--- config.mk ---
export PLATFORM = sky130hd
export DESIGN_NAME = fetch_ctrl
export DESIGN_NICKNAME = d
export VERILOG_FILES = /design/src/rtl/fetch_ctrl.sv
export SDC_FILE = /design/constraint.sdc
export NUM_CORES = 1
export LEC_CHECK = 0
export CORE_MARGIN = 2
export CORE_UTILIZATION = 40
export CTS_CLUSTER_SIZE = 16
export DETAILED_ROUTE_END_ITERATION = 6
export SLEW_MARGIN = 20
export SYNTH_ARGS = -nofsm -noshare
export SYNTH_HDL_FRONTEND = slang
export SYNTH_SLANG_ARGS = --single-unit
--- constraint.sdc ---
create_clock -name clk -period 4.8 [get_ports clk]
set_input_delay 0.72 -clock clk [delete_from_list [all_inputs] [get_ports clk]]
set_output_delay 0.72 -clock clk [all_outputs]
set_load 0.005 [all_outputs]
--- src/rtl/fetch_ctrl.sv ---
// Instruction fetch controller: one outstanding imem request, output slot plus one-entry skid.
// Latency: response accepted at edge N appears on instr in cycle N+1; stall holds the slot, and a response arriving while the slot is held goes to the skid.
module fetch_ctrl (
  input  logic        clk,
  input  logic        rst_n,
  input  logic        stall,
  input  logic        hlt,
  input  logic        alt_pc_ctrl,
  input  logic [15:0] alt_pc,
  output logic        imem_req,
  output logic [15:0] imem_addr,
  input  logic        imem_rdy,
  input  logic [15:0] imem_rdata,
  output logic [15:0] instr,
  output logic [15:0] pc,
  output logic        instr_vld
);

  typedef enum logic [1:0] {S_REQ, S_SKID, S_DISCARD, S_HALT} state_t;

  state_t      r_state, w_state;
  logic [15:0] r_pc_q, w_pc_q;
  logic [15:0] r_req_addr, w_req_addr;
  logic [15:0] r_instr, w_instr;
  logic [15:0] r_pc, w_pc;
  logic        r_vld, w_vld;
  logic [15:0] r_skid_instr, w_skid_instr;
  logic [15:0] r_skid_pc, w_skid_pc;
  logic        r_skid_vld, w_skid_vld;
  logic        r_halt_pend, w_halt_pend;

  logic        w_consume;
  logic        w_can_acc;
  logic [15:0] w_addr_inc;

  assign w_consume  = r_vld & ~stall;
  assign w_can_acc  = ~r_vld | w_consume;
  assign w_addr_inc = r_req_addr + 16'd1;

  assign imem_req  = rst_n & ((r_state == S_REQ) | (r_state == S_DISCARD));
  assign imem_addr = r_req_addr;
  assign instr     = r_instr;
  assign pc        = r_pc;
  assign instr_vld = r_vld;

  always_comb begin
    w_state      = r_state;
    w_pc_q       = r_pc_q;
    w_req_addr   = r_req_addr;
    w_instr      = r_instr;
    w_pc         = r_pc;
    w_vld        = r_vld;
    w_skid_instr = r_skid_instr;
    w_skid_pc    = r_skid_pc;
    w_skid_vld   = r_skid_vld;
    w_halt_pend  = r_halt_pend;

    if (r_state != S_HALT) begin
      if (hlt) begin
        w_vld      = 1'b0;
        w_skid_vld = 1'b0;
        // An unfinished memory access must still be completed before halting
        if (((r_state == S_REQ) || (r_state == S_DISCARD)) && !imem_rdy) begin
          w_state     = S_DISCARD;
          w_halt_pend = 1'b1;
        end else begin
          w_state = S_HALT;
        end
      end else if (alt_pc_ctrl) begin
        w_vld      = 1'b0;
        w_skid_vld = 1'b0;
        w_pc_q     = alt_pc;
        case (r_state)
          S_REQ: begin
            if (imem_rdy) w_req_addr = alt_pc;
            else          w_state    = S_DISCARD;
          end
          S_SKID: begin
            w_state    = S_REQ;
            w_req_addr = alt_pc;
          end
          S_DISCARD: begin
            if (imem_rdy) begin
              if (r_halt_pend) begin
                w_state = S_HALT;
              end else begin
                w_state    = S_REQ;
                w_req_addr = alt_pc;
              end
            end
          end
          default: ;
        endcase
      end else begin
        if (w_consume) w_vld = 1'b0;
        case (r_state)
          S_REQ: begin
            if (imem_rdy) begin
              if (w_can_acc) begin
                w_instr = imem_rdata;
                w_pc    = w_addr_inc;
                w_vld   = 1'b1;
              end else begin
                w_skid_instr = imem_rdata;
                w_skid_pc    = w_addr_inc;
                w_skid_vld   = 1'b1;
                w_state      = S_SKID;
              end
              w_pc_q     = w_addr_inc;
              w_req_addr = w_addr_inc;
            end
          end
          S_SKID: begin
            if (w_can_acc) begin
              w_instr    = r_skid_instr;
              w_pc       = r_skid_pc;
              w_vld      = 1'b1;
              w_skid_vld = 1'b0;
              w_state    = S_REQ;
            end
          end
          S_DISCARD: begin
            if (imem_rdy) begin
              if (r_halt_pend) begin
                w_state = S_HALT;
              end else begin
                w_state    = S_REQ;
                w_req_addr = r_pc_q;
              end
            end
          end
          default: ;
        endcase
      end
    end
  end

  always_ff @(posedge clk or negedge rst_n) begin
    if (!rst_n) begin
      r_state      <= S_REQ;
      r_pc_q       <= 16'h0000;
      r_req_addr   <= 16'h0000;
      r_instr      <= 16'h0000;
      r_pc         <= 16'h0000;
      r_vld        <= 1'b0;
      r_skid_instr <= 16'h0000;
      r_skid_pc    <= 16'h0000;
      r_skid_vld   <= 1'b0;
      r_halt_pend  <= 1'b0;
    end else begin
      r_state      <= w_state;
      r_pc_q       <= w_pc_q;
      r_req_addr   <= w_req_addr;
      r_instr      <= w_instr;
      r_pc         <= w_pc;
      r_vld        <= w_vld;
      r_skid_instr <= w_skid_instr;
      r_skid_pc    <= w_skid_pc;
      r_skid_vld   <= w_skid_vld;
      r_halt_pend  <= w_halt_pend;
    end
  end

endmodule

* Word-level counts from Yosys, hierarchy flattened *
Cells that the tools add are included.

storage, ports and cells
  register bits = 100
  bits of input ports = 38
  logic and storage cells = 83
  ROM bits = 0
  latch bits = 0
  RAM bits = 0
  output and inout port bits = 50
  memories = 0

operators by class
  $mul = 0
  div/mod/pow operators = 0
  add/sub/neg operators = 1
  equality and inequality tests = 12
  multiplexer cells = 36
  reduce and logical (&&, ||, !) cells = 16
  shifts and indexed selects = 0
  order comparisons = 0
  bitwise logic cells = 9

operators by type and width
  operator                                                          count
  16-bit 2-to-1 mux                                                 15
  16-bit one-hot mux with 2 select lines                            3
  16-bit one-hot mux with 3 select lines                            1
  16-bit by 1-bit adder with 16-bit output (second input constant)  1
  2-bit 2-to-1 mux                                                  8
  4-bit inequality test (second input constant)                     4
  7-bit AND reduction                                               2
  2-bit inequality test (second input constant)                     6
  2-bit one-hot mux with 3 select lines                             2
  6-bit AND reduction                                               2
  1-bit 2-to-1 mux                                                  6
  2-bit nonzero test                                                3
  3-bit nonzero test                                                2
  1-bit inverter                                                    5
  4-bit AND reduction                                               1
  4-bit nonzero test                                                1
  3-bit AND reduction                                               1
  1-bit bitwise AND                                                 2
  2-bit by 1-bit == test with 1-bit output (second input constant)  1
  2-bit == test (second input constant)                             1
  2-bit zero test                                                   1
  1-bit bitwise OR                                                  2
  1-bit one-hot mux with 2 select lines                             1
  1-bit logical AND                                                 1
  other kinds (2)                                                   2

* Logic depth before layout (Yosys ltp) *
  depth after elaboration = 8
  gate-level depth with buffers = 10
  depth with buffers taken out = 7

* Worst setup path before layout *
OpenSTA, ideal clock, no wires.

  path kind = register to register
  from = reg r_state[0]
  to = reg r_req_addr[8] (netlist: imem_addr[8])
  stages on the path, launching flop included = 11
  period minus slack after synthesis = 2.049 ns
  arrival time = 1.916 ns
  buffers on the path = 3
  required time = 4.668 ns
  setup time = 0.132 ns
  path slack = 2.751 ns
  cells stage by stage = dfrtp_1 -> inv_1 -> ha_1 -> buf_2 -> or2_2 -> buf_2 -> o221ai_4 -> buf_2 -> nor3_1 -> o21ai_0 -> o211ai_1

on the way
  cells in the longest elaborated chain, start to end = 3
  elaborated cells between the ends (all ways) = 13
  classes of those cells = eq/ne: 6; mux: 3; reduce/logical: 4

ends and longest elaborated chain
  item                                                                line    source
  start: declaration                                                  21      state_t r_state, w_state;
  start signal: assignment                                            151     r_state <= w_state;
  2-bit == test (tied with other cells)                               73, 96
  2-bit inequality test (no line) (tied with other cells)             n/a
  7-bit AND reduction (no line) or 16-bit 2-to-1 mux (tied branches)  n/a
  end signal: assignment                                              153     r_req_addr <= w_req_addr;
  end: declaration                                                    23      logic [15:0] r_req_addr, w_req_addr;

Parallel ways exist; a longest one is shown, timed or not.
A chain may end at the register's enable or synchronous reset.

* Worst setup path in the final report *
  from = reg r_state[1]
  to = reg r_pc[10] (netlist: pc[10])

on the way
  cells in the longest elaborated chain, start to end = 3
  elaborated cells between the ends (all ways) = 9
  classes of those cells = eq/ne: 5; mux: 1; reduce/logical: 3

ends and longest elaborated chain
  item                                                                         line  source
  2-bit by 1-bit == test with 1-bit output or 2-bit zero test (tied branches)  96    case (r_state)
  2-bit inequality test (no line) or 2-bit nonzero test (tied branches)        n/a
  7-bit AND reduction (no line)                                                n/a
  end signal: assignment                                                       155   r_pc <= w_pc;
  end: declaration                                                             25    logic [15:0] r_pc, w_pc;

Parallel ways exist; a longest one is shown, timed or not.

==> qor.yml <==
status: "finished, final reports clean"
post_drt_wl_per_cell_um: 16.3
post-cts-setup-buffer-count: 0
first_global_vias: 3868
grtUsageTotal: 0.192
worstSetupEndpoint: "pc[10]"
rsz0062_at_grt: "no"
nets: 629
num_rows: 41
vias_per_cell: 5.14
clk_latency_ns: 0.35
synthMuxAreaShare: 0.123
critical_path_class: "flop to flop"
yosysTopAreaCellShare: 0.492
drc: 0
cts_num_sinks: 100
synthAdderAreaFrac: 0.0172
ctsResizeCount: 0
io_pins: 88
multiInputGateArea_um2: 2390
layout_commonest_cell: "dfrtp_1"
seq_area_um2: 2500
period_minus_slack_ns: 3.01
synth_top_family_by_area: "compound AO/OA/AOI/OAI gates"
crit_buf_inv: 2
leakage_uw: 0.00278
fin_tns_setup_ns: 0
yosysTopAreaCell: "dfrtp_1"
avgSynthCellArea_um2: 9.87
clock_path_buffers: 2
finalClockSkew_ns: 0.00651
slowest_stage: "a2111o_2"
overflow: 0
core_um2: 12500
slew_headroom: 0.329
reg2reg_slack_ns: 1.79
areaGrowthSynthToFinish_pct: 25.7
r2r-start: "r_state[1]"
grt_pass1_wl_um: 20200
cts_tree: "built"
cts_hold_buffers: 0
final_core_util: 0.510
ir_worst_vdd_v: 0.000271
final_cell_mix: "dfrtp_1 (100), clkdlybuf4s50_1 (85), nand2_1 (84), o21ai_0 (43), nor2_1 (42)"
antenna_cells: 0
syn-num-nets: 560
synth_simple_gate_area_frac: 0.148
finalMaxSlewViolations: 0
synth.area.top_cells: "dfrtp_1 (49%), mux2_2 (6.2%), nand2_1 (6.2%)"
hpwl_um: 8450
synthesis.area_um2: 5080
path_max_fanout: 64
nFillCells: 1204
synth_cell_types: 51
vias: 3912
finalCritPeriodShare: 0.627
yosys.area_share.xor_xnor: 0.0241
start_util: 0.406
cts-root-buf: "clkbuf_16"
crit_arrival_ns: 3.25
gp_congestion: 0.804
worst_pin_slew_ns: 1.01
hold_viol_final: 0
drt_iter0_markers: 173
yosysSeqAreaShare: 0.492
endpoint_kind: "flop"
netlist_instances: 515
h-tree-depth: 3
ys.warnings.count: 0
holdCritPathClass: "input pin to async pin"
grt_max_degree: 65
rr_worst_depth: 7
worstReg2RegEnd: "pc[10]"
slowest_delay_ns: 0.89
startpoint_type: "flop"
cts_buffers: 9
crit_required_ns: 5.04
dieArea_um2: 13600
first_pass_iters: 4
antenna_found_initial: 0
path_clk_slew_ns: 0.07
setup_violations: 0
ant_nets: 0
power_density_nw_per_um2: 580
die_w_um: 117
crit_family: "compound AO/OA/AOI/OAI gates"
crit_chain: "inv_1, ha_2, buf_4, nand3b_1, a2111o_2, nand2b_4, o221ai_1"
portBuffers: 87
die_h_um: 117
max_freq_ghz: 0.332
drt_wl_total_um: 12400
cp_num_cells: 7
drive_above_1_share: 0.119
ys_seq_elements: 100
synth_compound_area_frac: 0.156
critPathLaunch: "r_state[1]"
max-cap-violations: 0
-- per-stage QoR --
stage          cells  cell area (um^2)  total power, uW  setup WS (ns)  hold WS, ns
3_5_place_dp     745              6060             2940           1.51        0.459
4_1_cts          761              6390             3750           1.73        0.373
2_1_floorplan    515              5080             2240           2.75        0.424
3_3_place_gp     745              6060             2890           1.58        0.450
6_report         761              6390             3710           1.79        0.355
5_1_grt          761              6390             3980           1.55        0.395
-- logic make-up (layout without fill, tap and decap cells) --
logic type                 count (synthesis)  in the layout
muxes                                     59             59
AOI/OAI and AO/OA                        127            127
DFF                                      100            100
buffers and inverters                     47            121
adders and majority gates                  7              7
and+or+nand+nor                          161            161
xor gates and xnor gates                  14             14
-- flip-flops by register name (all words and copies together), names as in the netlist --
signal	cells
r_pc_q	16
imem_addr	16
r_state	2
instr	16
instr_vld	1
r_skid_pc	16
pc	16
r_skid_instr	16
r_halt_pend	1
-- worst min-delay path by stage --
stage	startpoint	end	slack, ns	cells after the start
finish	rst_n	r_halt_pend	0.35	1
global route	rst_n	r_halt_pend	0.39	1
CTS	rst_n	r_halt_pend	0.37	1
detailed placement	r_pc_q[5]	r_pc_q[5]	0.46	2
global placement	r_pc_q[5]	r_pc_q[5]	0.45	2
floorplan	rst_n	imem_addr[0]	0.42	0
-- synthesized netlist by cell type, drive strengths merged --
library cell  count
dfrtp           100
nand2            84
o21ai            56
nor2             42
a21oi            37
mux2i            30
mux2             29
buf              19
clkbuf           16
inv              12
o221ai           11
nor3              8
xnor2             8
ha                7
o211ai            6
xor2              6
nand4             5
nor4              5
nand3             4
nor2b             4
a211o             3
nand2b            3
or2               3
a22o              2
o22ai             2
a2111o            1
a2111oi           1
a211oi            1
a21boi            1
a21o              1
a22oi             1
a2bb2oi           1
a31o              1
nand3b            1
nor3b             1
o21bai            1
o32a              1
or3               1
-- per-layer routing --
layer  track usage  routed length, um  vias up
li1              -                  -     1933
met1         0.258               5870     1905
met2         0.311               5770       64
met3        0.0529                627       10
met4        0.0431                112        0
met5             0                  0        -
-- power by group --
| part | total (uW) | switching (uW) | leakage (uW) | internal (uW) |
|---|---|---|---|---|
| logic | 1500 | 741 | 0.00133 | 757 |
| clock network | 799 | 335 | 0.000154 | 463 |
| registers | 1410 | 269 | 0.00130 | 1140 |
| total | 3710 | 1350 | 0.00278 | 2360 |
-- layout make-up --
type	instances	share of cell area
timing repair buffer	93	0.142
clock buffer	10	0.0359
tap	172	0.0337
multi-input combinational	368	0.375
inverter	12	0.00705
sequential	100	0.392
clock inverter	6	0.0147
(Power assumes the default switching activity.)
